### src/rtl/ysyx_22050368_issue_ctrl.sv
// Decode-to-execute issue controller: tracks in-flight long-latency destinations and holds issue on hazards.
// Optional macro ISSUE_CTRL_WB_BYPASS_EN lets a same-cycle writeback unblock a dependent instruction.
module ysyx_22050368_issue_ctrl #(
    parameter int RFIDX_WIDTH     = 5,
    parameter int NREG            = 32,
    parameter int MAX_OUTSTANDING = 4,
    parameter int CNT_WIDTH       = 32
) (
    input  logic                   clk,
    input  logic                   rst_n,
    input  logic                   dec_valid,
    output logic                   dec_ready,
    input  logic                   dec_rs1en,
    input  logic                   dec_rs2en,
    input  logic [RFIDX_WIDTH-1:0] dec_rs1idx,
    input  logic [RFIDX_WIDTH-1:0] dec_rs2idx,
    input  logic                   dec_rdwen,
    input  logic [RFIDX_WIDTH-1:0] dec_rdidx,
    input  logic                   dec_long,
    output logic                   iss_valid,
    input  logic                   iss_ready,
    input  logic                   wb_valid,
    input  logic [RFIDX_WIDTH-1:0] wb_rdidx,
    input  logic                   flush,
    output logic [3:0]             outstanding,
    output logic [1:0]             stall_reason,
    output logic [CNT_WIDTH-1:0]   stall_cnt,
    output logic                   sb_err
);

    // Handshake: an instruction transfers (fires) in a cycle where iss_valid and iss_ready are both high;
    // dec_ready mirrors that transfer back to decode, so neither side may depend on the other's ready.
    typedef enum logic [1:0] {
        ST_RUN  = 2'd0,
        ST_HAZ  = 2'd1,
        ST_FULL = 2'd2,
        ST_BUSY = 2'd3
    } state_t;

    logic [NREG-1:0]      r_pending;
    logic [3:0]           r_outstanding;
    state_t               r_state;
    logic [CNT_WIDTH-1:0] r_stall_cnt;
    logic                 r_sb_err;

    logic [NREG-1:0]      w_pend_eff;
    logic [NREG-1:0]      w_pend_nxt;
    logic [3:0]           w_out_eff;
    logic                 w_wb_hit;
    logic                 w_hazard;
    logic                 w_full;
    logic                 w_fire;
    logic                 w_set;

    assign w_wb_hit = wb_valid & r_pending[wb_rdidx];

`ifdef ISSUE_CTRL_WB_BYPASS_EN
    always_comb begin
        w_pend_eff = r_pending;
        if (wb_valid) begin
            w_pend_eff[wb_rdidx] = 1'b0;
        end
    end
    assign w_out_eff = r_outstanding - {3'b000, w_wb_hit};
`else
    assign w_pend_eff = r_pending;
    assign w_out_eff  = r_outstanding;
`endif

    assign w_hazard = (dec_rs1en & w_pend_eff[dec_rs1idx])
                    | (dec_rs2en & w_pend_eff[dec_rs2idx])
                    | (dec_rdwen & w_pend_eff[dec_rdidx]);
    assign w_full   = dec_long & dec_rdwen & (w_out_eff == 4'(MAX_OUTSTANDING));

    // Gating with rst_n keeps both handshake outputs low for the whole reset window.
    assign iss_valid = rst_n & dec_valid & ~w_hazard & ~w_full & ~flush;
    assign dec_ready = iss_valid & iss_ready;
    assign w_fire    = dec_ready;
    assign w_set     = w_fire & dec_long & dec_rdwen & (dec_rdidx != '0);

    // Clear before set so a same-index set/clear leaves the bit set.
    always_comb begin
        w_pend_nxt = r_pending;
        if (w_wb_hit) begin
            w_pend_nxt[wb_rdidx] = 1'b0;
        end
        if (w_set) begin
            w_pend_nxt[dec_rdidx] = 1'b1;
        end
        w_pend_nxt[0] = 1'b0;
    end

    always_ff @(posedge clk or negedge rst_n) begin
        if (!rst_n) begin
            r_pending     <= '0;
            r_outstanding <= '0;
            r_sb_err      <= 1'b0;
        end else begin
            r_pending     <= w_pend_nxt;
            r_outstanding <= r_outstanding + {3'b000, w_set} - {3'b000, w_wb_hit};
            if (wb_valid && !r_pending[wb_rdidx]) begin
                r_sb_err <= 1'b1;
            end
        end
    end

    // Stall-reason FSM: the state records why the previous cycle failed to fire.
    always_ff @(posedge clk or negedge rst_n) begin
        if (!rst_n) begin
            r_state <= ST_RUN;
        end else if (flush || !dec_valid || w_fire) begin
            r_state <= ST_RUN;
        end else if (w_hazard) begin
            r_state <= ST_HAZ;
        end else if (w_full) begin
            r_state <= ST_FULL;
        end else begin
            r_state <= ST_BUSY;
        end
    end

    always_ff @(posedge clk or negedge rst_n) begin
        if (!rst_n) begin
            r_stall_cnt <= '0;
        end else if (dec_valid && !w_fire && !flush && (r_stall_cnt != '1)) begin
            r_stall_cnt <= r_stall_cnt + CNT_WIDTH'(1);
        end
    end

    assign outstanding  = r_outstanding;
    assign stall_reason = r_state;
    assign stall_cnt    = r_stall_cnt;
    assign sb_err       = r_sb_err;

endmodule
### config.mk
export PLATFORM = sky130hd
export DESIGN_NAME = ysyx_22050368_issue_ctrl
export DESIGN_NICKNAME = d
export VERILOG_FILES = /design/src/rtl/ysyx_22050368_issue_ctrl.sv
export SDC_FILE = /design/constraint.sdc
export NUM_CORES = 1
export LEC_CHECK = 0
export ABC_AREA = 1
export BUFFER_PORTS_ARGS = -buffer_cell sky130_fd_sc_hd__buf_2
export CORE_ASPECT_RATIO = 1.75
export CORE_MARGIN = 2
export CORE_UTILIZATION = 56
export CTS_BUF_LIST = sky130_fd_sc_hd__clkbuf_4 sky130_fd_sc_hd__clkbuf_8
export CTS_CLUSTER_DIAMETER = 100
export DETAILED_ROUTE_END_ITERATION = 8
export PLACE_DENSITY = 0.9
export REMOVE_ABC_BUFFERS = 1
export SYNTH_ARGS = -nofsm -noshare
export SYNTH_HDL_FRONTEND = slang
export SYNTH_SLANG_ARGS = --single-unit
export TNS_END_PERCENT = 100
### constraint.sdc
create_clock -name clk -period 6.5 [get_ports clk]
set_input_delay 0.975 -clock clk [delete_from_list [all_inputs] [get_ports clk]]
set_output_delay 0.975 -clock clk [all_outputs]
set_load 0.01 [all_outputs]
==> impl_metrics.csv, run 1 <==
group,metric,value,unit
outcome,status,"finished, final reports clean",
timing,slew_headroom,12.88,%
global_route,overflow,0,
floorplanning,rows,47,
synth,synth-seq-area-share,32.54,%
place,dp.final_hpwl,12900,um
worst_setup_path,required,5520,ps
clocking,clk_pin_slew,80,ps
finish,final_common_cell,"nand2_1",
global_route,grt_pass1_wl,27910,um
worst_setup_path,path_buf_inv,2,
detailed_routing,drtPass1Iterations,8,
clocking,cts_buffer_depth,2,
global_route,grt_max_degree,60,
detailed_routing,totalWireLength,17580,um
clocking,cts_sinks,70,
worst_setup_path,start_kind,"primary input",
worst_setup_path,crit_path_end_kind,"output pin",
place,dp_cells,1029,
timing,fin_skew,12.40,ps
synth,syn_inst,870,
clocking,root_buffer,"clkbuf_8",
power_and_ir_drop,power,1.138,mW
worst_setup_path,cp_data_arrival_time,3060,ps
timing,hold_viol,0,
timing,tightest_slew,1302,ps
synth,avgSynthCellArea,6.188,um^2
finish,syn_to_final_growth,10.78,%
detailed_routing,ant_nets,0,
finish,diodes,0,
detailed_routing,wl_per_cell,16.82,um
detailed_routing,dr.first_iter.drc_count,645,
worst_setup_path,slowest_stage,"nor2_2",
timing,layout_min_cycle_time,4031,ps
floorplanning,dieArea,10450,um^2
synth,synthDistinctLibCells,28,
timing,setup_tns,0,ps
detailed_routing,via_per_inst,5.900,
floorplanning,start_util,57.22,%
floorplanning,die_w,78.12,um
finish,drive_gt1_share,10.73,%
worst_setup_path,crit_chain,"buf_2 > nor2_1 > nand2_1 > nand3_1 > nand2_1 > nand2_1 > nor2_1 > nand2_1 > nand2_1 > nand4_1 > nor2_2 > buf_2",
detailed_routing,vias,6166,
clocking,cts_resized,0,
finish,final_cells,1045,
floorplanning,die_h,133.7,um
place,gp_congestion,1.164,
place,io_buffers,70,
floorplanning,core,9409,um^2
worst_setup_path,max_stage_delay,540,ps
worst_setup_path,worst_path_dominant_cell_family,"simple AND/OR/NAND/NOR gates",
timing,final_max_slew_viol_count,0,
clocking,cts_setup_buffers,0,
detailed_routing,drcViolationCount,0,
synth,yosysWarnings,0,
clocking,clk_latency,360,ps
finish,nNetsFinal,955,
global_route,grt_pass1_vias,5768,
floorplanning,ios,71,
timing,fmax,0.2481,GHz
timing,rsz0062_at_grt,"false",
clocking,ctsHoldBuffers,0,
worst_setup_path,crit_fanout,32,
global_route,grt_use_total,34.22,%
clocking,htree_levels,3,
global_route,antenna_found_initial,0,
power_and_ir_drop,p_leak,3.016,nW
power_and_ir_drop,ir_drop,0.1774,mV
worst_setup_path,crit_type,"primary input to output pin",
timing,setup_viol,0,
clocking,cts-buffers-inserted,9,
clocking,tritoncts,"built",
synth,syn-cell-area,5384,um^2
worst_setup_path,cp_common_cell,"nand2_1",
timing,fin_crit_sh,62.01,%
finish,fillCellCount,937,
synth,ys_ff_latch,70,
power_and_ir_drop,pwr_density_cell,190.8,nW/um^2
finish,final_cell_mix,"nand2_1, inv_1, nand3_1",
hold_path,min_path_type,"primary input to async pin",
run,cap_violations,0,
worst register-to-register path, cell delays in order (launching register included):
cell and delay (ps):
dfrtp_1 430, inv_1 250, nand2_1 80, nand3_1 90, nand2_1 60, nand3_1 70, nand3_1 90, nand3_1 150
nand4_1 180, nor2_2 540, nand3_1 150, ha_1 310, inv_1 50, ha_1 150, inv_1 60, fa_1 480
inv_1 40
metal layers:
metal	wire length, um	track usage (%)
met2	8937	60.34
met4	1061	21.35
met1	6334	37.47
met5	0	0
met3	1246	5.827
layout make-up:
type | instances | area (um^2) | area share, %
clock buffers | 9 | 123.9 | 2.077
repair buffers | 74 | 382.9 | 6.419
clock inverters | 7 | 98.84 | 1.657
inverters | 119 | 446.7 | 7.489
flip-flops and latches | 70 | 1752 | 29.37
multi-input cells | 644 | 3008 | 50.43
well taps | 122 | 152.6 | 2.559
path summary, 6_finish.rpt:
check / slack (ps) / startpoint / cells after the start / endpoint
worst max-delay path: 2470 / dec_rdidx[0] / 12 / dec_ready
worst min-delay path: 480 / rst_n / 1 / sb_err$_DFFE_PN0P_
worst max register to register: 3220 / r_pending[3]$_DFF_PN0_ / 16 / outstanding[1]$_DFF_PN0_
worst min register to register: 490 / sb_err$_DFFE_PN0P_ / 1 / sb_err$_DFFE_PN0P_
max in group asynchronous: 5040 / rst_n / 2 / outstanding[3]$_DFF_PN0_
min in group clk: 490 / sb_err$_DFFE_PN0P_ / 1 / sb_err$_DFFE_PN0P_
power breakdown:
part | internal [mW] | switching, mW
clock network | 0.217 | 0.179
logic | 0.0872 | 0.156
registers | 0.465 | 0.0336
total | 0.770 | 0.368
state kept, by name (all words and copies together) (netlist names):
name and cells:
outstanding 4, r_pending 31, sb_err 1, stall_cnt 32
stall_reason 2
cells in the mapped netlist, drive strengths merged:
master	number	share of area (%)
a21oi	3	0.28
buf	24	2.5
clkbuf	13	0.91
dfrtp	70	33
fa	1	0.37
ha	6	1.4
inv	119	8.3
nand2	292	20
nand3	95	9.0
nand3b	1	0.14
nand4	70	8.1
nor2	65	4.6
nor3	29	2.7
nor4	2	0.23
o211ai	3	0.42
o21ai	59	5.5
o21bai	1	0.14
o22ai	7	0.81
or2	1	0.12
xnor2	5	0.81
xor2	4	0.65
logic make-up after synthesis:
logic type | Yosys count | synth area share, %
AO/OA/AOI/OAI | 73 | 7.135
XOR/XNOR | 9 | 1.464
adder cells (fa/ha/maj) | 7 | 1.766
flip-flops | 70 | 32.54
AND/OR/NAND/NOR | 555 | 45.36
buffers and inverters | 156 | 11.74
metrics by stage:
| step | setup slack (ps) | hold slack (ps) | area [um^2] | util, % |
|---|---|---|---|---|
| finish | 2469 | 484.9 | 5964 | 63.39 |
| global route | 2242 | 480.3 | 5964 | 63.39 |
| CTS | 2543 | 474.8 | 5964 | 63.39 |
| detailed placement | 2308 | 479.1 | 5742 | 61.02 |
| global placement | 2316 | 462.0 | 5742 | 61.02 |
| floorplan | 1146 | 497.9 | 5199 | - |
Power figures use the tool's default switching activity.
==> inputs of run 2 (changes only) <==
--- a/config.mk
+++ b/config.mk
@@ -5,7 +5,7 @@
 export SDC_FILE = /design/constraint.sdc
 export NUM_CORES = 1
 export LEC_CHECK = 0
-export ABC_AREA = 1
+export ABC_AREA = 0
 export BUFFER_PORTS_ARGS = -buffer_cell sky130_fd_sc_hd__buf_2
 export CORE_ASPECT_RATIO = 1.75
 export CORE_MARGIN = 2
@@ -13,7 +13,7 @@
 export CTS_BUF_LIST = sky130_fd_sc_hd__clkbuf_4 sky130_fd_sc_hd__clkbuf_8
 export CTS_CLUSTER_DIAMETER = 100
 export DETAILED_ROUTE_END_ITERATION = 8
-export PLACE_DENSITY = 0.9
+export PLACE_DENSITY = 0.91
 export REMOVE_ABC_BUFFERS = 1
 export SYNTH_ARGS = -nofsm -noshare
 export SYNTH_HDL_FRONTEND = slang
==> constraint.sdc (replaced) <==
create_clock -name clk -period 4.1 [get_ports clk]
set_input_delay 0.615 -clock clk [delete_from_list [all_inputs] [get_ports clk]]
set_output_delay 0.615 -clock clk [all_outputs]
set_load 0.01 [all_outputs]
==> run 2 against run 1 <==
Net effect: critical path depth rose by 2; sequential share of layout area rose by 4.3 points; worst setup slack got worse by 1900 ps; power rose by 64%; hold slack got worse by 6.9 ps; register-to-register slack got worse by 2600 ps; critical path type is now primary input to flip-flop; clock power rose by 75%; via count fell by 31%; count of clock-buffer cells in the layout rose by 1; highest routed layer unchanged; final cell count fell by 40%; combinational power rose by 48%; final area fell by 13%.
==> impl_metrics.csv, run 2 <==
group,metric,value,unit
outcome,status,"finished, final reports clean",
finish,design_area,5200,um^2
clocking,clk_pin_slew,70,ps
clocking,cts_buffer_depth,2,
worst_setup_path,start_kind,"primary input",
power_and_ir_drop,power,1.861,mW
floorplanning,die_h,123.4,um
timing,fmax,0.2806,GHz
floorplanning,ios,71,
clocking,cts_sinks,70,
finish,largest_reg_flops,32,
timing,setup_tns,0,ps
timing,setup_viol,0,
detailed_routing,ant_nets,0,
finish,diodes,0,
place,dpl_cell_area,4954,um^2
hold_path,min_from,"sb_err$_DFFE_PN0P_",
synth,syn_inst,467,
place,io_buffers,70,
floorplanning,dieArea,8906,um^2
worst_setup_path,cp_data_arrival_time,3810,ps
clocking,cts_setup_buffers,0,
synth,netlist.top_cell.by_area,"dfrtp_1",
global_route,antenna_found_initial,0,
worst_setup_path,crit_type,"primary input to flip-flop",
synth,synth_common_cells,"dfrtp_1, nand2_1, o21ai_0, o21ai_1, mux4_2",
synth,synth-seq-area-share,38.43,%
clocking,cts_resized,0,
worst_setup_path,r2r-start,"r_pending[29]$_DFF_PN0_",
timing,layout_min_cycle_time,3563,ps
floorplanning,start_util,57.63,%
detailed_routing,drtPass1Iterations,5,
clocking,cts-buffers-inserted,9,
synth,synthAdderAreaFrac,2.086,%
finish,drive_gt1_share,25.38,%
synth,yosysWarnings,0,
detailed_routing,dr.first_iter.drc_count,336,
detailed_routing,drcViolationCount,0,
place,gp_congestion,0.9991,
place,dp.final_hpwl,9857,um
synth,synth-main-ff-cell,"dfrtp_1",
finish,final_cell_mix,"buf_2, dfrtp_1, nand2_1",
detailed_routing,wl_per_cell,21.71,um
timing,rsz0062_at_grt,"false",
global_route,overflow,0,
synth,async_flop_share,100.0,%
floorplanning,rows,43,
synth,synthTopCellsByArea,"dfrtp_1, mux4_2, xor2_1, nand2_1, o21ai_0",
detailed_routing,via_per_inst,6.791,
floorplanning,die_w,72.20,um
detailed_routing,totalWireLength,13510,um
synth,synthMuxAreaShare,16.36,%
worst_setup_path,crit_start,"dec_rs1idx[1]",
timing,slew_headroom,35.64,%
timing,fin_crit_sh,86.91,%
worst_setup_path,reg2regPathDepth,13,
hold_path,min_path_type,"flip-flop to flip-flop",
worst_setup_path,crit_path_end_kind,"flip-flop",
global_route,grt_pass1_wl,21150,um
synth,synthXorXnorAreaFrac,5.957,%
synth,syn-cell-area,4558,um^2
worst_setup_path,r2r_slack,640,ps
floorplanning,core,7909,um^2
synth,synthDistinctLibCells,54,
power_and_ir_drop,ir_drop,0.2530,mV
power_and_ir_drop,pwr_density_cell,357.9,nW/um^2
global_route,grt_pass1_vias,4156,
worst_setup_path,required,4350,ps
synth,ys_ff_latch,70,
worst_setup_path,max_stage_delay,540,ps
detailed_routing,vias,4224,
timing,hold_viol,0,
synth,synth_compound_area_share,10.62,%
worst_setup_path,critPathCapture,"outstanding[2]$_DFF_PN0_",
clocking,root_buffer,"clkbuf_8",
clocking,htree_levels,3,
finish,nNetsFinal,564,
timing,tightest_slew,964.4,ps
place,dp_cells,606,
worst_setup_path,r2r_end,"outstanding[2]$_DFF_PN0_",
synth,synth-edff-count,0,
worst_setup_path,slowest_stage,"mux4_2",
clocking,tritoncts,"built",
run,cap_violations,0,
synth,synthDominantCellAreaShare,38.43,%
finish,syn_to_final_growth,14.08,%
synth,synth_top_family_by_area,"simple AND/OR/NAND/NOR gates",
worst_setup_path,crit_chain,"buf_2 > mux4_2 > mux4_2 > o22ai_1 > a211oi_1 > nor2_1 > nand2_1 > a211o_1 > ha_1 > inv_1 > ha_1 > inv_1 > fa_1 > xnor2_1",
timing,final_max_slew_viol_count,0,
synth,yosysMostFrequentCell,"dfrtp_1",
power_and_ir_drop,p_leak,2.426,nW
clocking,clk_latency,360,ps
clocking,ctsHoldBuffers,0,
worst_setup_path,crit_fanout,9,
global_route,grt_use_total,31.88,%
timing,fin_skew,9.371,ps
synth,avgSynthCellArea,9.760,um^2
finish,final_cells,622,
synth,synth-simple-area-share,22.51,%
global_route,grt_max_degree,71,
run 2: cell types whose count changed after synthesis, sizes merged, moves of 8 or more:
cell	delta
nand3	-77
nor2	-41
mux4	+27
nand4	-58
buf	-12
nor4	+8
xor2	+22
nand2	-234
nor3	-17
nand2b	+8
inv	-102
run 2: report_power, final:
| part | internal [mW] | switching, mW |
|---|---|---|
| logic | 0.158 | 0.201 |
| registers | 0.747 | 0.0626 |
| clock network | 0.419 | 0.273 |
| total | 1.32 | 0.537 |
run 2: worst max-delay path: cells and delay by family:
family	cells	cell delay [ps]
and+or+nand+nor	2	280
adders and majority gates	3	810
muxes	2	1020
xor gates and xnor gates	1	130
buffers and inverters	3	380
AOI/OAI and AO/OA	3	570
run 2: how the worst min path moves through the flow:
stage | endpoint | cells past startpoint | slack (ps)
3_5_place_dp | sb_err$_DFFE_PN0P_ | 2 | 460
6_report | sb_err$_DFFE_PN0P_ | 2 | 480
2_1_floorplan | outstanding[0]$_DFF_PN0_ | 0 | 320
5_1_grt | sb_err$_DFFE_PN0P_ | 2 | 490
4_1_cts | sb_err$_DFFE_PN0P_ | 2 | 480
3_3_place_gp | sb_err$_DFFE_PN0P_ | 2 | 450
run 2: through the flow:
stage	hold WS (ps)	worst slack, ps	util [%]
floorplan	319.4	35.27	-
global placement	451.2	244.1	62.63
detailed placement	459.4	151.9	62.63
CTS	477.5	532.1	65.75
global route	492.0	303.3	65.75
finish	478.0	536.6	65.75
run 2: area by class of cell:
class	instances	area, um^2
Clock buffer	10	137.6
Timing Repair Buffer	77	402.9
Sequential cell	70	1752
Multi-Input combinational cell	352	2623
Tap cell	90	112.6
Fill cell	628	2709
Inverter	17	63.81
Clock inverter	6	108.9
run 2: cell families (layout without fill, tap and decap cells):
family,after synthesis,after routing
AO/OA/AOI/OAI,84,84
XOR/XNOR,31,31
AND/OR/NAND/NOR,190,190
multiplexers,40,40
buffers and inverters,45,110
adder cells (fa/ha/maj),7,7
flip-flops,70,70
run 2: layer usage:
layer  wire (um)  track usage [%]  vias up
met1        4497            34.58     2045
met4         874            22.05        0
met5           0                0        -
met2        7096            54.64      278
li1            -                -     1826
met3        1036            6.438       75
